`src/rtl/pdm_pair_tx.sv`:
```
// Dual-channel first-order sigma-delta PDM transmitter.
// One PCM sample feeds OSR bits; one channel lags the other by a set number of bits.
module pdm_pair_tx #(
  parameter int DIV       = 4,
  parameter int OSR       = 16,
  parameter int SAMPLE_W  = 8,
  parameter int MAX_DELAY = 16
) (
  input  logic                clk,
  input  logic                rst,
  input  logic                en,
  input  logic [SAMPLE_W-1:0] sample,
  input  logic                sample_valid,
  output logic                sample_ready,
  input  logic [7:0]          delay,
  input  logic                delay_dir,
  input  logic                underrun_clr,
  output logic                pdm_clk,
  output logic                data_1,
  output logic                data_2,
  output logic                bit_strobe,
  output logic                underrun
);

  localparam int CW = $clog2(DIV);
  localparam int IW = (OSR > 1) ? $clog2(OSR) : 1;
  localparam logic [7:0] DMAX = 8'(MAX_DELAY);

  logic [CW-1:0]        cnt_q, cnt_d;
  logic [IW-1:0]        idx_q, idx_d;
  logic [SAMPLE_W-1:0]  acc_q, acc_d;
  logic [SAMPLE_W-1:0]  cur_q, cur_d;
  logic [SAMPLE_W-1:0]  nxt_q, nxt_d;
  logic                 nv_q, nv_d;
  logic [MAX_DELAY-1:0] dly_q, dly_d;
  logic                 d1_q, d1_d;
  logic                 d2_q, d2_d;
  logic                 stb_q;
  logic                 ur_q, ur_d;
  logic                 pclk_q, pclk_d;

  logic                 strobe;
  logic                 xfer;
  logic                 hs;
  logic                 r;
  logic                 delayed;
  logic [SAMPLE_W-1:0]  cur_eff;
  logic [SAMPLE_W:0]    sum;
  logic [7:0]           d;

  always_ff @(posedge clk or posedge rst) begin
    if (rst) begin
      cnt_q  <= '0;
      idx_q  <= '0;
      acc_q  <= '0;
      cur_q  <= '0;
      nxt_q  <= '0;
      nv_q   <= 1'b0;
      dly_q  <= '0;
      d1_q   <= 1'b0;
      d2_q   <= 1'b0;
      stb_q  <= 1'b0;
      ur_q   <= 1'b0;
      pclk_q <= 1'b0;
    end else begin
      cnt_q  <= cnt_d;
      idx_q  <= idx_d;
      acc_q  <= acc_d;
      cur_q  <= cur_d;
      nxt_q  <= nxt_d;
      nv_q   <= nv_d;
      dly_q  <= dly_d;
      d1_q   <= d1_d;
      d2_q   <= d2_d;
      stb_q  <= strobe;
      ur_q   <= ur_d;
      pclk_q <= pclk_d;
    end
  end

  always_comb begin
    strobe  = en && (cnt_q == CW'(DIV - 1));
    xfer    = strobe && (idx_q == '0);
    hs      = sample_valid && !nv_q;
    cur_eff = (xfer && nv_q) ? nxt_q : cur_q;
    sum     = {1'b0, acc_q} + {1'b0, cur_eff};
    r       = sum[SAMPLE_W];
    d       = (delay > DMAX) ? DMAX : delay;
    // delayed tap reads the pre-shift history
    delayed = r;
    for (int i = 0; i < MAX_DELAY; i++) begin
      if (d == 8'(i + 1)) delayed = dly_q[i];
    end
  end

  always_comb begin
    cnt_d = '0;
    if (en) cnt_d = strobe ? '0 : cnt_q + CW'(1);
    idx_d = idx_q;
    if (strobe) begin
      idx_d = (idx_q == IW'(OSR - 1)) ? '0 : idx_q + IW'(1);
    end
    acc_d  = strobe ? sum[SAMPLE_W-1:0] : acc_q;
    cur_d  = cur_eff;
    nxt_d  = hs ? sample : nxt_q;
    nv_d   = hs ? 1'b1 : (xfer ? 1'b0 : nv_q);
    dly_d  = dly_q;
    if (strobe) dly_d = (dly_q << 1) | MAX_DELAY'(r);
    // a set in the same cycle overrides the clear
    ur_d   = (xfer && !nv_q) ? 1'b1 : (underrun_clr ? 1'b0 : ur_q);
    pclk_d = (cnt_d >= CW'(DIV / 2));
    d1_d   = d1_q;
    d2_d   = d2_q;
    if (strobe) begin
      d1_d = delay_dir ? delayed : r;
      d2_d = delay_dir ? r : delayed;
    end
  end

  assign sample_ready = ~nv_q;
  assign pdm_clk      = pclk_q;
  assign data_1       = d1_q;
  assign data_2       = d2_q;
  assign bit_strobe   = stb_q;
  assign underrun     = ur_q;

endmodule
```
`config.mk`:
```
export PLATFORM = sky130hd
export DESIGN_NAME = pdm_pair_tx
export DESIGN_NICKNAME = d
export VERILOG_FILES = /design/src/rtl/pdm_pair_tx.sv
export SDC_FILE = /design/constraint.sdc
export NUM_CORES = 1
export LEC_CHECK = 0
export ABC_AREA = 1
export CAP_MARGIN = 20
export CELL_PAD_IN_SITES_DETAIL_PLACEMENT = 0
export CELL_PAD_IN_SITES_GLOBAL_PLACEMENT = 2
export CORE_MARGIN = 5
export CORE_UTILIZATION = 32
export CTS_BUF_LIST = sky130_fd_sc_hd__clkbuf_8
export DETAILED_ROUTE_END_ITERATION = 16
export PLACE_DENSITY_LB_ADDON = 0.1
export SYNTH_ARGS = -nofsm -noshare
export SYNTH_HDL_FRONTEND = slang
export SYNTH_SLANG_ARGS = --single-unit
```
`constraint.sdc`:
```
create_clock -name clk -period 3.05 [get_ports clk]
set_input_delay 0.61 -clock clk [delete_from_list [all_inputs] [get_ports clk]]
set_output_delay 0.61 -clock clk [all_outputs]
set_load 0.01 [all_outputs]
```
# --- Word-level counts from Yosys, hierarchy flattened ---
# Index checks and enable logic that the tools add are counted.
totals:
  in_bits: 22
  output_inout_bits: 6
  elab_cells: 73
  register_bits: 52
classes:
  addsub: 3
  n_lt_le_gt_ge: 2
  n_eq_ne: 18
  n_reduce_logical: 9
  bitwise_logic: 2
  muxes: 27
ops:
  columns: ["cell", "n"]
  rows:
  - ["$eq 8x4->1 const B", 8]
  - ["$eq 8x3->1 const B", 4]
  - ["$mux 1", 22]
  - ["$eq 8x2->1 const B", 2]
  - ["$mux 8", 2]
  - ["$or 16x1->16", 1]
  - ["$add 8x8->9", 1]
  - ["$eq 8x1->1 const B", 1]
  - ["$eq 8x5->1 const B", 1]
  - ["$gt 8x5->1 const B", 1]
  - ["$logic_and 1x1->1", 5]
  - ["$add 4x1->4 const B", 1]
  - ["$eq 4x4->1 const B", 1]
  - ["$logic_not 4->1", 1]
  - ["$mux 2", 2]
  - ["$mux 4", 1]
  - ["$reduce_bool 2->1", 2]
  - ["$add 2x1->2 const B", 1]
  - ["$eq 2x2->1 const B", 1]
  - ["$ge 2x2->1 const B", 1]
  - ["$logic_not 1->1", 1]
  - ["$not 1->1", 1]

# --- Logic depth before layout (Yosys ltp) ---
depth:
  word_depth: 23
  depth_mapped: 32
  depth_no_buf: 32

# --- Worst setup path after synthesis ---
# OpenSTA, ideal clock, no wires.
synth_path:
  path_kind: "in2reg"
  start: "input port en"
  end: "register d1_q (netlist: data_1)"
  stages: 30
  arrival_time_ns: 3.275
  slack_ns: -0.341
  path_buffers: 0
  setup_ns: 0.116
  required_time_ns: 2.934
  cell_sequence: "nand2_1 nor3_1 nand2_1 mux2_2 ha_1 fa_1 nand3_1 nand3_1 nand2_1 nand2_1 nand2_1 nand3_1 nand2_1 nand2_1 nand2_1 nand2_1 nand2_1 nand2_1 nand2_1 nand2_1 nand2_1 nand2_1 nand2_1 nand2_1 nand2_1 nand2_1 nand2_1 nand3_1 nand2_1 nand2_1"
synth_between:
  elab_chain_cells: 22
synth_rtl:
  columns: ["element", "line_no", "source"]
  rows:
  - ["from (decl)", "11", "input logic en,"]
  - ["$logic_and 1x1->1 (*)", "82", "strobe = en && (cnt_q == CW'(DIV - 1));"]
  - ["$logic_and 1x1->1 (*)", "83", "xfer = strobe && (idx_q == '0);"]
  - ["$logic_and 1x1->1 (*)", "85", "cur_eff = (xfer && nv_q) ? nxt_q : cur_q;"]
  - ["$mux 8 (*)", "85", null]
  - ["via cur_d[0]", "32", "logic [SAMPLE_W-1:0] cur_q, cur_d;"]
  - ["$add 8x8->9 (*)", "86", "sum = {1'b0, acc_q} + {1'b0, cur_eff};"]
  - ["$mux 1 (16 in a row)", "92", "if (d == 8'(i + 1)) delayed = dly_q[i];"]
  - ["$mux 1 (*)", "115", "d1_d = delay_dir ? delayed : r;"]
  - ["to (signal assigned)", "60", "d1_q <= 1'b0;"]
  - ["to (signal assigned)", "73", "d1_q <= d1_d;"]
  - ["to (decl)", "36", "logic d1_q, d1_d;"]
# Mark *: on every way through the listed nets, which the timed path passes. The rest lies on a longest branch.
# A chain may end at the register's enable or synchronous reset.

# --- Final worst setup path ---
layout_path:
  start: "register cnt_q[0]"
  end: "register d1_q (netlist: data_1)"
layout_between:
  elab_chain_cells: 23
layout_rtl:
  columns: ["element", "line_no", "source"]
  rows:
  - ["from (decl)", "29", "logic [CW-1:0] cnt_q, cnt_d;"]
  - ["from (signal assigned)", "66", "cnt_q <= cnt_d;"]
  - ["$eq 2x2->1 (*)", "82", null]
  - ["$logic_and 1x1->1 (*)", "82", null]
  - ["$logic_and 1x1->1 (*)", "83", null]
  - ["$logic_and 1x1->1 (*)", "85", null]
  - ["$mux 8 (*)", "85", null]
  - ["via cur_d[0]", "32", null]
  - ["$add 8x8->9 (*)", "86", null]
  - ["$mux 1 (16 in a row)", "92", null]
  - ["$mux 1 (*)", "115", null]
# Marked as above.

==> out/metrics.yaml <==
p_total_uw: 1970
synth_seq_cells: 52
holdPathStages: 1
ys.flop_type: "dfrtp_1"
place_area_sq_um: 3320
fin_crit_ps: 3250
num_vias: 2129
max_clock_freq_mhz: 307
status: "complete, but fails checks"
area_growth_syn_to_layout_pct: 32.1
pwr-share-clk: 0.258
io_buffers: 27
insertion_delay_ps: 300
powerDensity_nw_per_um2: 561
setup_viol: 3
finalCritPeriodShare: 1.07
ir_worst_vdd_mv: 0.212
regArea_sq_um: 1300
finalMaxSlewViolations: 0
synthCells: 313
worst_path_max_delay_cell: "dfrtp_1"
slew_headroom: 0.510
power_switching_uw: 584
clock_path_buffers: 2
drive_gt1_frac: 0.225
routed_wl_mm: 5.86
ioPinCount: 28
drtAntennaViolNets: 0
final_area_sq_um: 3500
crit_top_cell: "nand2_1"
cts_sinks: 52
fillers: 843
ctsHoldBuffers: 0
multi_input_area_sq_um: 1220
worst_pin_slew_ps: 734
routedWlPerCell_um: 12.2
firstDrtPassIters: 4
yosysSeqAreaShare: 0.491
p_int_uw: 1380
row_count: 33
grt_pass1_wl_mm: 10.4
drt_iter0_drc: 78
violations: "negative setup slack"
hpwl_mm: 4.33
avgSynthCellArea_sq_um: 8.47
htreeDepth: 2
r2r_cells: 31
initial_core_util: 0.326
hold_path.class: "reg2reg"
die_width_um: 101
design.core.area_sq_um: 8130
required_ps: 3250
die_area_sq_um: 10200
synth_enable_flop_cells: 0
clkTransAtPathRegs_ps: 100
placed_cells: 470
cap_viol_max_count: 0
path_max_fanout: 8
grt_setup_unrepaired: "true"
cts_root_buffer: "clkbuf_8"
final_cells: 482
track_usage: 0.127
fp.dieH_um: 101
critPathCaptureType: "register"
async_flop_share: 1.00
skew_ps: 6.93
syn_area_sq_um: 2650
antenna_found_initial: 0
overflow: 0
slowest_delay_ps: 370
ys_warn_count: 0
setup.worst_path.class: "reg2reg"
drc: 0
hold_viol: 0
avgViaCountPerCell: 4.42
cp.arrival_ps: 3450
gp_congestion: 0.833
critPathLaunchType: "register"
fin_ws_ps: -204
yosysUniqueCellTypes: 24
cts_tree: "built"
grt_max_degree: 39
grt_pass1_vias: 2209
power_frac_comb: 0.266
cts_buffers: 5
power_frac_seq: 0.475
syn_nets: 347
antenna_cells: 0
r2r_setup_slack_ps: -200
leakage_uw: 0.00176
fin_nets: 410
swShare: 0.297
-- metrics by stage --
step | hold slack [ps] | setup slack, ps | utilization | TNS [ps]
after global routing | 462 | -578 | 0.431 | -1790
after CTS | 450 | -251 | 0.428 | -747
after global placement | 430 | -833 | 0.408 | -3550
final | 450 | -204 | 0.431 | -576
after floorplan | 409 | -84.0 | - | -168
after detailed placement | 427 | -853 | 0.408 | -3710
-- power by group through the flow --
stage               Clock [uW]  Combinational (uW)  Sequential, uW
floorplan                    0                 261             930
global placement             0                 478             947
detailed placement           0                 481             948
CTS                        533                 523             939
global route               565                 604             959
finish                     508                 523             935
-- cell usage in the layout, fill, tap and decap left out, drive strengths merged --
master / netlist / final
a21oi: 8 / 8
a31oi: 7 / 7
a32o: 1 / 1
buf: 1 / 35
bufinv: 0 / 1
clkbuf: 5 / 6
clkdlybuf4s50: 0 / 26
clkinv: 0 / 1
dfrtp: 52 / 52
dlygate4sd2: 0 / 1
fa: 1 / 1
ha: 11 / 11
inv: 49 / 49
mux2: 14 / 14
nand2: 83 / 83
nand3: 11 / 11
nand4: 1 / 1
nor2: 24 / 24
nor3: 2 / 2
nor4: 1 / 1
o211ai: 2 / 2
o21ai: 35 / 35
xor2: 5 / 5
-- Yosys cell counts, types with 7 or more instances --
cell type / count / area (sq um)
mux2_2: 14 / 158
a31oi_1: 7 / 43.8
ha_1: 11 / 138
nand3_1: 10 / 50.1
o21ai_0: 33 / 165
nand2_1: 83 / 312
a21oi_1: 8 / 40.0
nor2_1: 19 / 71.3
dfrtp_1: 52 / 1300
inv_1: 44 / 165
-- area by class of cell --
type                            count  area share
Multi-Input combinational cell    206       0.348
Inverter                           49      0.0525
Sequential cell                    52       0.372
Tap cell                          105      0.0375
Clock buffer                        6      0.0236
Timing Repair Buffer               62       0.155
Clock inverter                      2      0.0111
-- cells by family after synthesis --
| logic type | after synthesis | share of synthesized area |
|---|---|---|
| and+or+nand+nor | 122 | 0.187 |
| muxes | 14 | 0.0595 |
| AOI/OAI and AO/OA | 53 | 0.109 |
| adders and majority gates | 12 | 0.0595 |
| DFF | 52 | 0.491 |
| xor gates and xnor gates | 5 | 0.0165 |
| buffers and inverters | 55 | 0.0779 |
-- final timing paths --
check | startpoint | endpoint
worst min-delay path | cnt_q[0]$_DFF_PP0_ | cnt_q[0]$_DFF_PP0_
min in group asynchronous | rst | underrun$_DFFE_PP0P_
max in group asynchronous | rst | data_2$_DFFE_PP0P_
worst max-delay path | cnt_q[0]$_DFF_PP0_ | data_1$_DFFE_PP0P_
worst max register to register | cnt_q[0]$_DFF_PP0_ | data_1$_DFFE_PP0P_
worst min register to register | cnt_q[0]$_DFF_PP0_ | cnt_q[0]$_DFF_PP0_
-- flip-flops by register name, indices dropped and copies added (netlist names), 2 cells and up --
signal,cells
dly_q,16
idx_q,4
acc_q,8
cur_q,8
cnt_q,2
nxt_q,8
-- critical path: cells and delay by family, from the launching register on --
| family | cells | cell delay (ps) |
|---|---|---|
| DFF | 1 | 370 |
| adders and majority gates | 3 | 680 |
| and+or+nand+nor | 27 | 1740 |
| muxes | 1 | 340 |
-- timing repair --
item                       CTS  global route
pin swaps                    3             1
gates resized for setup      7             4
setup endpoints to repair    4             4
setup buffers                2             2
-- layer usage --
metal	share of wire	routed length, um	track usage	vias to the layer above
met5	0	0	0	-
met3	0.031	179	0.0263	2
met1	0.49	2840	0.167	981
met2	0.48	2800	0.214	25
li1	-	-	-	1121
met4	0.0061	36	0.0307	0
Note: power is estimated with default switching activity, not from simulation.
